==> config.mk <==
export PLATFORM = sky130hd
export DESIGN_NAME = tinyalu_cmd_seq
export DESIGN_NICKNAME = d
export VERILOG_FILES = /design/src/rtl/tinyalu_cmd_seq.sv
export SDC_FILE = /design/constraint.sdc
export NUM_CORES = 1
export LEC_CHECK = 0
export CAP_MARGIN = 20
export CELL_PAD_IN_SITES_DETAIL_PLACEMENT = 1
export CELL_PAD_IN_SITES_GLOBAL_PLACEMENT = 1
export CORE_ASPECT_RATIO = 0.75
export CORE_UTILIZATION = 46
export DETAILED_ROUTE_END_ITERATION = 10
export PLACE_DENSITY_LB_ADDON = 0.1
export SLEW_MARGIN = 5
export SYNTH_ARGS = -nofsm -noshare
export SYNTH_HDL_FRONTEND = slang
export SYNTH_SLANG_ARGS = --single-unit
==> constraint.sdc <==
create_clock -name clk -period 11 [get_ports clk]
set_clock_uncertainty 0.2 [all_clocks]
set_input_delay 1.1 -clock clk [delete_from_list [all_inputs] [get_ports clk]]
set_output_delay 1.1 -clock clk [all_outputs]
set_load 0.1 [all_outputs]
==> src/rtl/tinyalu_cmd_seq.sv <==
// Command sequencer for the TinyALU: accepts one command at a time, drives the
// ALU, and queues each outcome (result, timeout or illegal-op error) in a response FIFO.
module tinyalu_cmd_seq #(
    parameter int TIMEOUT   = 16,
    parameter int RSP_DEPTH = 4
) (
    input  logic        clk,
    input  logic        reset_n,
    input  logic        cmd_valid,
    output logic        cmd_ready,
    input  logic [2:0]  cmd_op,
    input  logic [7:0]  cmd_a,
    input  logic [7:0]  cmd_b,
    output logic [7:0]  alu_A,
    output logic [7:0]  alu_B,
    output logic [2:0]  alu_op,
    output logic        alu_start,
    input  logic        alu_done,
    input  logic [15:0] alu_result,
    output logic        rsp_valid,
    input  logic        rsp_ready,
    output logic [15:0] rsp_result,
    output logic [2:0]  rsp_op,
    output logic        rsp_err,
    output logic        busy
);

    localparam int PW = (RSP_DEPTH > 1) ? $clog2(RSP_DEPTH) : 1;
    localparam int CW = $clog2(RSP_DEPTH + 1);
    localparam int TW = $clog2(TIMEOUT + 1);

    typedef enum logic [1:0] {IDLE, RUN, COOL} state_t;

    state_t         state, state_next;
    logic [TW-1:0]  cnt;
    logic [PW-1:0]  wr_ptr, rd_ptr;
    logic [CW-1:0]  count;
    logic [15:0]    mem_result [RSP_DEPTH];
    logic [2:0]     mem_op     [RSP_DEPTH];
    logic [RSP_DEPTH-1:0] mem_err;

    logic           accept, push, pop, push_err;
    logic [15:0]    push_result;
    logic [2:0]     push_op;

    function automatic logic [PW-1:0] ptr_inc(input logic [PW-1:0] p);
        return (p == PW'(RSP_DEPTH - 1)) ? '0 : p + 1'b1;
    endfunction

    // A command is only taken when a FIFO slot is free, so the eventual push can never overflow.
    assign cmd_ready = reset_n && (state == IDLE) && (count < CW'(RSP_DEPTH));
    assign accept    = cmd_valid && cmd_ready;
    assign alu_start = (state == RUN);
    assign busy      = (state != IDLE);
    assign rsp_valid = (count != '0);
    assign pop       = rsp_valid && rsp_ready;
    assign rsp_result = mem_result[rd_ptr];
    assign rsp_op     = mem_op[rd_ptr];
    assign rsp_err    = mem_err[rd_ptr];

    always_ff @(posedge clk) begin
        if (!reset_n) state <= IDLE;
        else          state <= state_next;
    end

    always_comb begin
        state_next  = state;
        push        = 1'b0;
        push_result = 16'h0000;
        push_err    = 1'b0;
        push_op     = alu_op;
        case (state)
            IDLE: begin
                if (accept) begin
                    if (cmd_op >= 3'd1 && cmd_op <= 3'd4) begin
                        state_next = RUN;
                    end else begin
                        // No-op and illegal ops answer immediately without touching the ALU.
                        state_next = COOL;
                        push       = 1'b1;
                        push_op    = cmd_op;
                        push_err   = (cmd_op != 3'd0);
                    end
                end
            end
            RUN: begin
                if (alu_done) begin
                    state_next  = COOL;
                    push        = 1'b1;
                    push_result = alu_result;
                end else if (cnt == TW'(TIMEOUT - 1)) begin
                    state_next  = COOL;
                    push        = 1'b1;
                    push_result = 16'hFFFF;
                    push_err    = 1'b1;
                end
            end
            COOL:    state_next = IDLE;
            default: state_next = IDLE;
        endcase
    end

    // Counts RUN cycles; it sits at zero outside RUN so it is clear on entry.
    always_ff @(posedge clk) begin
        if (!reset_n || state != RUN) cnt <= '0;
        else                          cnt <= cnt + 1'b1;
    end

    always_ff @(posedge clk) begin
        if (!reset_n) begin
            alu_A  <= 8'h00;
            alu_B  <= 8'h00;
            alu_op <= 3'd0;
        end else if (accept) begin
            alu_A  <= cmd_a;
            alu_B  <= cmd_b;
            alu_op <= cmd_op;
        end
    end

    always_ff @(posedge clk) begin
        if (!reset_n) begin
            wr_ptr  <= '0;
            rd_ptr  <= '0;
            count   <= '0;
            mem_err <= '0;
            for (int i = 0; i < RSP_DEPTH; i++) begin
                mem_result[i] <= 16'h0000;
                mem_op[i]     <= 3'd0;
            end
        end else begin
            if (push) begin
                mem_result[wr_ptr] <= push_result;
                mem_op[wr_ptr]     <= push_op;
                mem_err[wr_ptr]    <= push_err;
                wr_ptr             <= ptr_inc(wr_ptr);
            end
            if (pop) rd_ptr <= ptr_inc(rd_ptr);
            case ({push, pop})
                2'b10:   count <= count + 1'b1;
                2'b01:   count <= count - 1'b1;
                default: count <= count;
            endcase
        end
    end

endmodule

# Yosys cells after proc, flatten, opt, wreduce, memory -nomap -nowiden
# Memory sizes are Yosys's and may differ from the RTL's. A register that Yosys moved wholly into a read port is not among the register bits.
# Index checks and enable logic that the tools add are counted.
dict set report totals {
  input_bits 40
  mem_bits_ro 0
  mem_count 2
  latchBits 0
  out_inout_bits 43
  mem_bits_rw 76
  regBits 37
}
# memory depth word_bits rd rd_ports_with_merged_regs write_ports line
set mem_list {}
lappend mem_list {mem_result 4 16 1 1 4 38} ;# logic [15:0] mem_result [RSP_DEPTH];
lappend mem_list {mem_op 4 3 1 1 4 39} ;# logic [2:0] mem_op [RSP_DEPTH];
dict set report classes {
  div_mod_pow 0
  mux 42
  order_cmp 6
  eq_ne 9
  reduce_logical 16
  n_mul 0
  n_shift 0
  bitwise 0
  add_sub_neg 5
}
# op count
set op_table {}
lappend op_table {{$mux W16} 4}
lappend op_table {{$mux W2} 12}
lappend op_table {{$reduce_or A16 Y1} 1}
lappend op_table {{$mux W1} 15}
lappend op_table {{$mux W3} 4}
lappend op_table {{$eq A2 B2 Y1 const B} 3}
lappend op_table {{$logic_and A1 B1 Y1} 6}
lappend op_table {{$lt A2 B3 Y1 const B} 2}
lappend op_table {{$pmux W3 S2} 1}
lappend op_table {{$reduce_bool A3 Y1} 2}
lappend op_table {{$add A5 B1 Y5 const B} 1}
lappend op_table {{$eq A5 B4 Y1 const B} 1}
lappend op_table {{$add A2 B1 Y2 const B} 2}
lappend op_table {{$bwmux W4} 1}
lappend op_table {{$eq A2 B1 Y1 const B} 2}
lappend op_table {{$pmux W1 S2} 2}
lappend op_table {{$pmux W2 S2} 1}
lappend op_table {{$reduce_bool A2 Y1} 2}
lappend op_table {{$add A3 B1 Y3 const B} 1}
lappend op_table {{$ge A3 B1 Y1 const B} 1}
lappend op_table {{$le A3 B3 Y1 const B} 1}
lappend op_table {{$lt A3 B3 Y1 const B} 1}
lappend op_table {{$ne A3 B1 Y1 const B} 1}
lappend op_table {{$reduce_or A3 Y1} 1}
lappend op_table {{other kinds (10)} 10}

# Longest topological paths before layout
# Gate-level depths: netlist (run 1).
dict set report logic_depth {
  depth_word 11
  ltp_mapped 12
  mapped_depth_nobuf 12
}

# Worst setup path after synthesis (run 1)
# Ideal clock, no wire load.
dict set report synth_path {
  path_kind {input to output}
  start {input reset_n}
  end {output cmd_ready}
  setup_slack_ps 6216
  cell_stages 2
  arrival_time_ps 3484
  required_ps 9700
  cell_sequence {buf_2 nor3b_1}
}
dict set report synth_via {
  elab_chain_len 2
}
# item line
set synth_lines {}
lappend synth_lines {{start, declared} 8} ;# input logic reset_n,
lappend synth_lines {{$logic_and A1 B1 Y1 (2 in series)} 51} ;# assign cmd_ready = reset_n && (state == IDLE) && (count < CW'(RSP_DEPTH));
lappend synth_lines {{end, declared} 10} ;# output logic cmd_ready,
# No other way between the ends.

==> run metrics, run 1 <==
outcome=finished, final reports clean; top_reg_cell synth=edfxtp_1; post-synthesis cell count=between 400 and 500; Row Count=32; Initial Utilization=0.4830; Worst Path Buf+Inv=2; largest net degree at the start of global routing=39; Setup CP Type=in -> reg; asr flop ratio synth=0; placeable core region=between 10000 and 15000 um2; Fill cells=between 1000 and 1500; RSZ-0062 raised after global routing=false; P_leak=between 2 and 2.5 nW; Syn-to-layout area delta=29.35%; chip height=approximately 93 um; Die Width=~120 um; startpoint types=input pin; GR met3 Demand/Resource=0.05854; synth unique cells=45; Final Critical Period=between 4000 and 5000 ps; initial antenna violation count=0; multi-input logic area=~1800 um2; GRT busiest layer=met2; smallest hold slack=between 200 and 300 ps; die area=between 10000 and 15000 um2; WL final=between 10000 and 15000 um; CP Capture Type=register; worst path cell trace=clkdlybuf4s50_1 -> buf_4 -> or2b_2 -> a211oi_4 -> o2111ai_2 -> nand2_1; H-Tree Depth=4; endpoints failing setup=0; fmax=216.0 MHz; CTS buffer count=17; CTS tree=built; gpl congestion=about 0.75; # diodes=0; Pins Over Slew Limit=0; Synth Warn #=0; syn avg cell area=between 10 and 15 um2; drt wl/cell=~20 um; clock sink count=~120; IO Count=between 80 and 90; critical path arrival=roughly 4500 ps; Mapped Area=around 5100 um2; Longest Clk Path Bufs=2; Fin. Hold Viols=0; setup TNS=0 ps; CP max stage cell=nand2_1; delay-heaviest family, CP=simple AND/OR/NAND/NOR gates; Power Dens Cells=~230 nW/um2; DP Worst Slack=6026 ps; Yosys top cell by area=edfxtp_1; CTS resizes=0; grt ovf=0; CP Max Fanout=38; met2 usage=0.3785; Total Nets Final=around 550; CTS root buffer=clkbuf_16; Crit path largest cell delay=960 ps; worst setup margin=~6400 ps; via density per instance=approximately 5.4; post-synthesis register bit count=approximately 120; worst slew pin tran=roughly 1100 ps; met1 usage=0.3174; Hold WC Path Type=reg -> reg; slew margin rel.=0.2566; first-pass GRT wire length=a little under 20000 um; initial drt markers=174; gr usage total=0.2376; clk slew on worst S/H paths=approximately 50 ps; Residual DRC=0; Max Cap Viol=0; HPWL Detailed=8187 um; Max rail drop VDD=around 0.14 mV; Register Area=3063 um2; layout cell share with drive strength beyond 1=0.1309; Post-CTS Setup Bufs=0; port buffer count=just over 80; Critical Path RT=10830 ps; dominant cells by area after synthesis=edfxtp_1, dfxtp_1, mux4_2; number of synthesized flops with an enable pin=76; syn_nets=roughly 470; post-synth top area share=0.4487; fin util=0.6248; post-route ant nets=0; top-count cell post-synth=edfxtp_1; sequential area share after synthesis=0.6022; vias in the first global route=around 3700; post-cts hold buffer count=0; clk_lat worst skew=between 400 and 500 ps; final worst path period share=0.4209; DRT Pass-1 Iters=4; top cells by count, synth=edfxtp_1, nor2_1, nand2_1, dfxtp_1; via count=3507
[sequential cells by signal, summed over array words and instances, names as in the netlist, 3 cells and up, named ones only]
signal and count:
mem_result 64, alu_B 8, cnt 5, count 3
mem_err 4, alu_op 3, alu_A 8, mem_op 12
[path summary, 6_finish.rpt]
| check | slack [ps] | cells after the start | start | end |
|---|---|---|---|---|
| min reg2reg | 260 | 1 | cnt[0] | cnt[0] |
| min | 260 | 1 | cnt[0] | cnt[0] |
| max reg2reg | 7300 | 6 | cnt[0] | mem_result[2][5] |
| max | 6370 | 6 | reset_n | mem_result[2][5] |
[worst register-to-register path, delay by kind of cell (launching register included)]
kind	cells	cell delay, ps
and+or+nand+nor	2	1040
adders and majority gates	2	460
AOI/OAI and AO/OA	2	1190
DFF	1	320
[cell type report]
cell class | instances | share of cell area
Clock buffer | 20 | 0.06638
Clock inverter | 12 | 0.02472
Inverter | 26 | 0.01483
Multi-Input combinational cell | 252 | 0.2710
Sequential cell | 115 | 0.4656
Tap cell | 136 | 0.02587
Timing Repair Buffer | 87 | 0.1316
[placed cells by master (no fill, tap or decap), types with 2 or more instances in the layout]
master / n
clkdlybuf4s50_1: 82
xnor2_1: 2
nand3_1: 2
dfxtp_1: 39
buf_4: 4
nand2_1: 55
o21ai_0: 26
and3_1: 2
xor2_1: 2
ha_1: 8
nor2_1: 71
o2111ai_2: 3
mux2i_1: 4
inv_1: 26
edfxtp_1: 76
mux4_2: 20
clkbuf_1: 3
or3_1: 3
clkinv_2: 3
a21boi_1: 2
clkinv_1: 3
and2_1: 2
nor3b_1: 2
bufinv_16: 4
o41a_1: 2
a311oi_2: 2
a21boi_0: 21
and2b_2: 3
clkbuf_16: 17
[cells by family after synthesis]
group                    Yosys count  share of synthesized area
multiplexers                      24                    0.09643
AND/OR/NAND/NOR                  150                     0.1269
AO/OA/AOI/OAI                     65                    0.09397
adder cells (fa/ha/maj)            9                    0.02362
XOR/XNOR                           4                   0.006889
buffers and inverters             50                    0.04994
flip-flops                       115                     0.6022
[layer usage]
metal | vias up | wire [um]
met3 | 18 | 717
met2 | 109 | 5989
li1 | 1638 | -
met4 | 0 | 155
met1 | 1742 | 5776
met5 | - | 0
[report_power, final]
part / total (mW) / leakage, nW / switching (mW) / internal, mW
sequential: 0.510 / 1.10 / 0.0198 / 0.490
clock: 0.562 / 0.290 / 0.187 / 0.375
combinational: 0.427 / 1.03 / 0.305 / 0.121
total: 1.50 / 2.42 / 0.513 / 0.986
[per-stage QoR]
step,cell area (um2),total power [mW],cells
after floorplan,5086,0.8407,417
after global placement,5957,0.9345,614
after detailed placement,5964,0.9438,615
after CTS,6564,1.508,647
after global routing,6579,1.545,648
final,6579,1.499,648
Power figures use the tool's default switching activity.
==> inputs of run 2 (changes only) <==
--- a/config.mk
+++ b/config.mk
@@ -9,7 +9,7 @@
 export CELL_PAD_IN_SITES_DETAIL_PLACEMENT = 1
 export CELL_PAD_IN_SITES_GLOBAL_PLACEMENT = 1
 export CORE_ASPECT_RATIO = 0.75
-export CORE_UTILIZATION = 46
+export CORE_UTILIZATION = 43
 export DETAILED_ROUTE_END_ITERATION = 10
 export PLACE_DENSITY_LB_ADDON = 0.1
 export SLEW_MARGIN = 5
==> constraint.sdc (replaced) <==
create_clock -name clk -period 4.5 [get_ports clk]
set_clock_uncertainty 0.2 [all_clocks]
set_input_delay 0.45 -clock clk [delete_from_list [all_inputs] [get_ports clk]]
set_output_delay 0.45 -clock clk [all_outputs]
set_load 0.1 [all_outputs]
==> run 2 against run 1 <==
  * First-iteration DRC count increased by 6.9%
  * Clock-buffer cell count increased by 4
  * Sequential share of layout area decreased by 0.58 points
  * Register-to-register slack got worse by 6200 ps
  * Power increased by 140%
  * Routed wire length increased by 1.4%
  * Combinational power increased by 150%
  * Sequential cell count unchanged
  * Die area increased by 6.8%
==> run metrics, run 2 (synthesis results as in run 1) <==
Post-CTS Setup Bufs=0 (unchanged); CTS tree=built; DRT Pass-1 Iters=4 (unchanged); CP Capture Type=register; RSZ-0062 raised after global routing=false; setup TNS=0 ps (unchanged); post-cts hold buffer count=0 (unchanged); Crit path largest cell delay=370 ps (-590 ps); most common cell after layout, fill and taps aside=clkdlybuf4s50_1; placed instance area=6048 um2 (+1.4%); worst slew pin tran=1015 ps (-99.78 ps); CP Max Fanout=6 (-84%); fmax=about 300 MHz; Fin. Hold Viols=0 (unchanged); clock sink count=115 (unchanged); CTS buffer count=17 (unchanged); Design Area, Final=6661 um2 (+1.3%); post-route ant nets=0 (unchanged); Longest Clk Path Bufs=2 (unchanged); CP max stage cell=fa_1; gr usage total=0.2286 (-0.008945); clk_lat worst skew=410 ps (about the same); DP Worst Slack=791.6 ps (-5234 ps); max FFs per register=64 (unchanged); critical path arrival=3550 ps (-910 ps); via count=3453 (-1.5%); Fill cells=1137 (+8.7%); Initial Utilization=0.4529 (-0.03013); initial drt markers=186 (+6.9%); largest net degree at the start of global routing=38 (-2.6%); P_leak=2.471 nW (+2.1%); IO Count=83 (unchanged); critical path's most frequent cell=ha_1; worst path cell trace=ha_1 -> and3_1 -> ha_1 -> o21ai_0 -> nor2_1 -> nor2_1 -> ha_1 -> inv_1 -> fa_1 -> xor2_1 -> or3_1 -> a21boi_0; H-Tree Depth=4 (unchanged); Max Cap Viol=0 (unchanged); worst setup margin=1071 ps (-5299 ps); Total Nets Final=555 (+1.3%); first-pass GRT wire length=20300 um (+3.2%); CTS root buffer=clkbuf_16; Register Area=3063 um2 (unchanged); final worst path period share=0.7621; most frequent cells in the layout=clkdlybuf4s50_1, edfxtp_1, nor2_1; Row Count=33 (+3.1%); # diodes=0 (unchanged); Max rail drop VDD=0.2704 mV (+90%); port buffer count=82 (unchanged); slew margin rel.=0.3210 (+0.06440); HPWL Detailed=8079 um (-1.3%); outcome=finished, final reports clean; Largest Register=mem_result; via density per instance=5.108 (-5.6%); Power Dens Cells=549.5 nW/um2 (+140%); endpoints failing setup=0 (unchanged); Die Width=127.6 um (+3.4%); Residual DRC=0 (unchanged); drt wl/cell=18.95 um (-2.8%); CTS resizes=0 (unchanged); delay-heaviest family, CP=adder cells; fin util=0.5931 (-0.03163); multi-input logic area=1783 um2 (unchanged); chip height=96.19 um (+3.4%); clk slew on worst S/H paths=60 ps (about the same); total power=3.660 mW (+140%); gpl congestion=0.7606 (+0.93%); Final Critical Period=3429 ps; grt ovf=0 (unchanged); WL final=12810 um (+1.4%); Pins Over Slew Limit=0 (unchanged); startpoint types=register; Syn-to-layout area delta=30.97%; vias in the first global route=3751 (+2.3%); layout cell share with drive strength beyond 1=0.1522 (+0.02136); placeable core region=11230 um2 (+6.7%); die area=12270 um2 (+6.8%); Top Registers=mem_result x64, mem_op x12; Setup CP Type=reg -> reg; Worst Path Buf+Inv=1 (-1); initial antenna violation count=0 (unchanged); Critical Path RT=4620 ps (-6210 ps); Hold WC Path Type=reg -> reg
-- run 2: cell types whose count changed in the layout (fill, tap and decap cells not counted), sizes merged --
cell and delta:
bufinv -3, clkinv -1, clkbuf +4, inv +1, clkinvlp -1, buf +8
clkdlybuf4s50 -1
-- run 2: routing by layer --
layer / routed length, um / GRT usage
met2: 6236 / 0.3811
met4: 61 / 0.07941
met3: 578 / 0.05392
met5: 0 / 0
met1: 5936 / 0.2957
-- run 2: layout make-up --
class	instances	share of cell area
clock inverter	8	0.009955
multi-input combinational	252	0.2677
timing repair buffer	94	0.1364
inverter	26	0.01465
sequential	115	0.4598
tap	157	0.02949
clock buffer	24	0.08208
-- run 2: report_power, final --
group / internal (mW) / leakage [nW] / switching (mW)
logic: 0.296 / 1.06 / 0.750
clock network: 0.901 / 0.310 / 0.476
registers: 1.20 / 1.10 / 0.0403
total: 2.39 / 2.47 / 1.27
-- run 2: tightest hold or removal path: stages (launching register included) --
cell,delay [ps]
dfxtp_1,310
nand2_1,50
mux2i_1,60
-- run 2: final timing paths --
| check | startpoint | endpoint | slack (ps) | cells after the start |
|---|---|---|---|---|
| worst max-delay path | cnt[0] | count[2] | 1070 | 12 |
| worst min-delay path | mem_err[3] | mem_err[3] | 260 | 2 |
| worst max register to register | cnt[0] | count[2] | 1070 | 12 |
| worst min register to register | mem_err[3] | mem_err[3] | 260 | 2 |
-- run 2: metrics by stage --
| stage | std cells | hold WS, ps |
|---|---|---|
| 6_report | 676 | 262.9 |
| 5_1_grt | 676 | 286.9 |
| 4_1_cts | 676 | 265.6 |
| 3_5_place_dp | 644 | 242.9 |
| 3_3_place_gp | 644 | 233.2 |
| 2_1_floorplan | 417 | 217.9 |
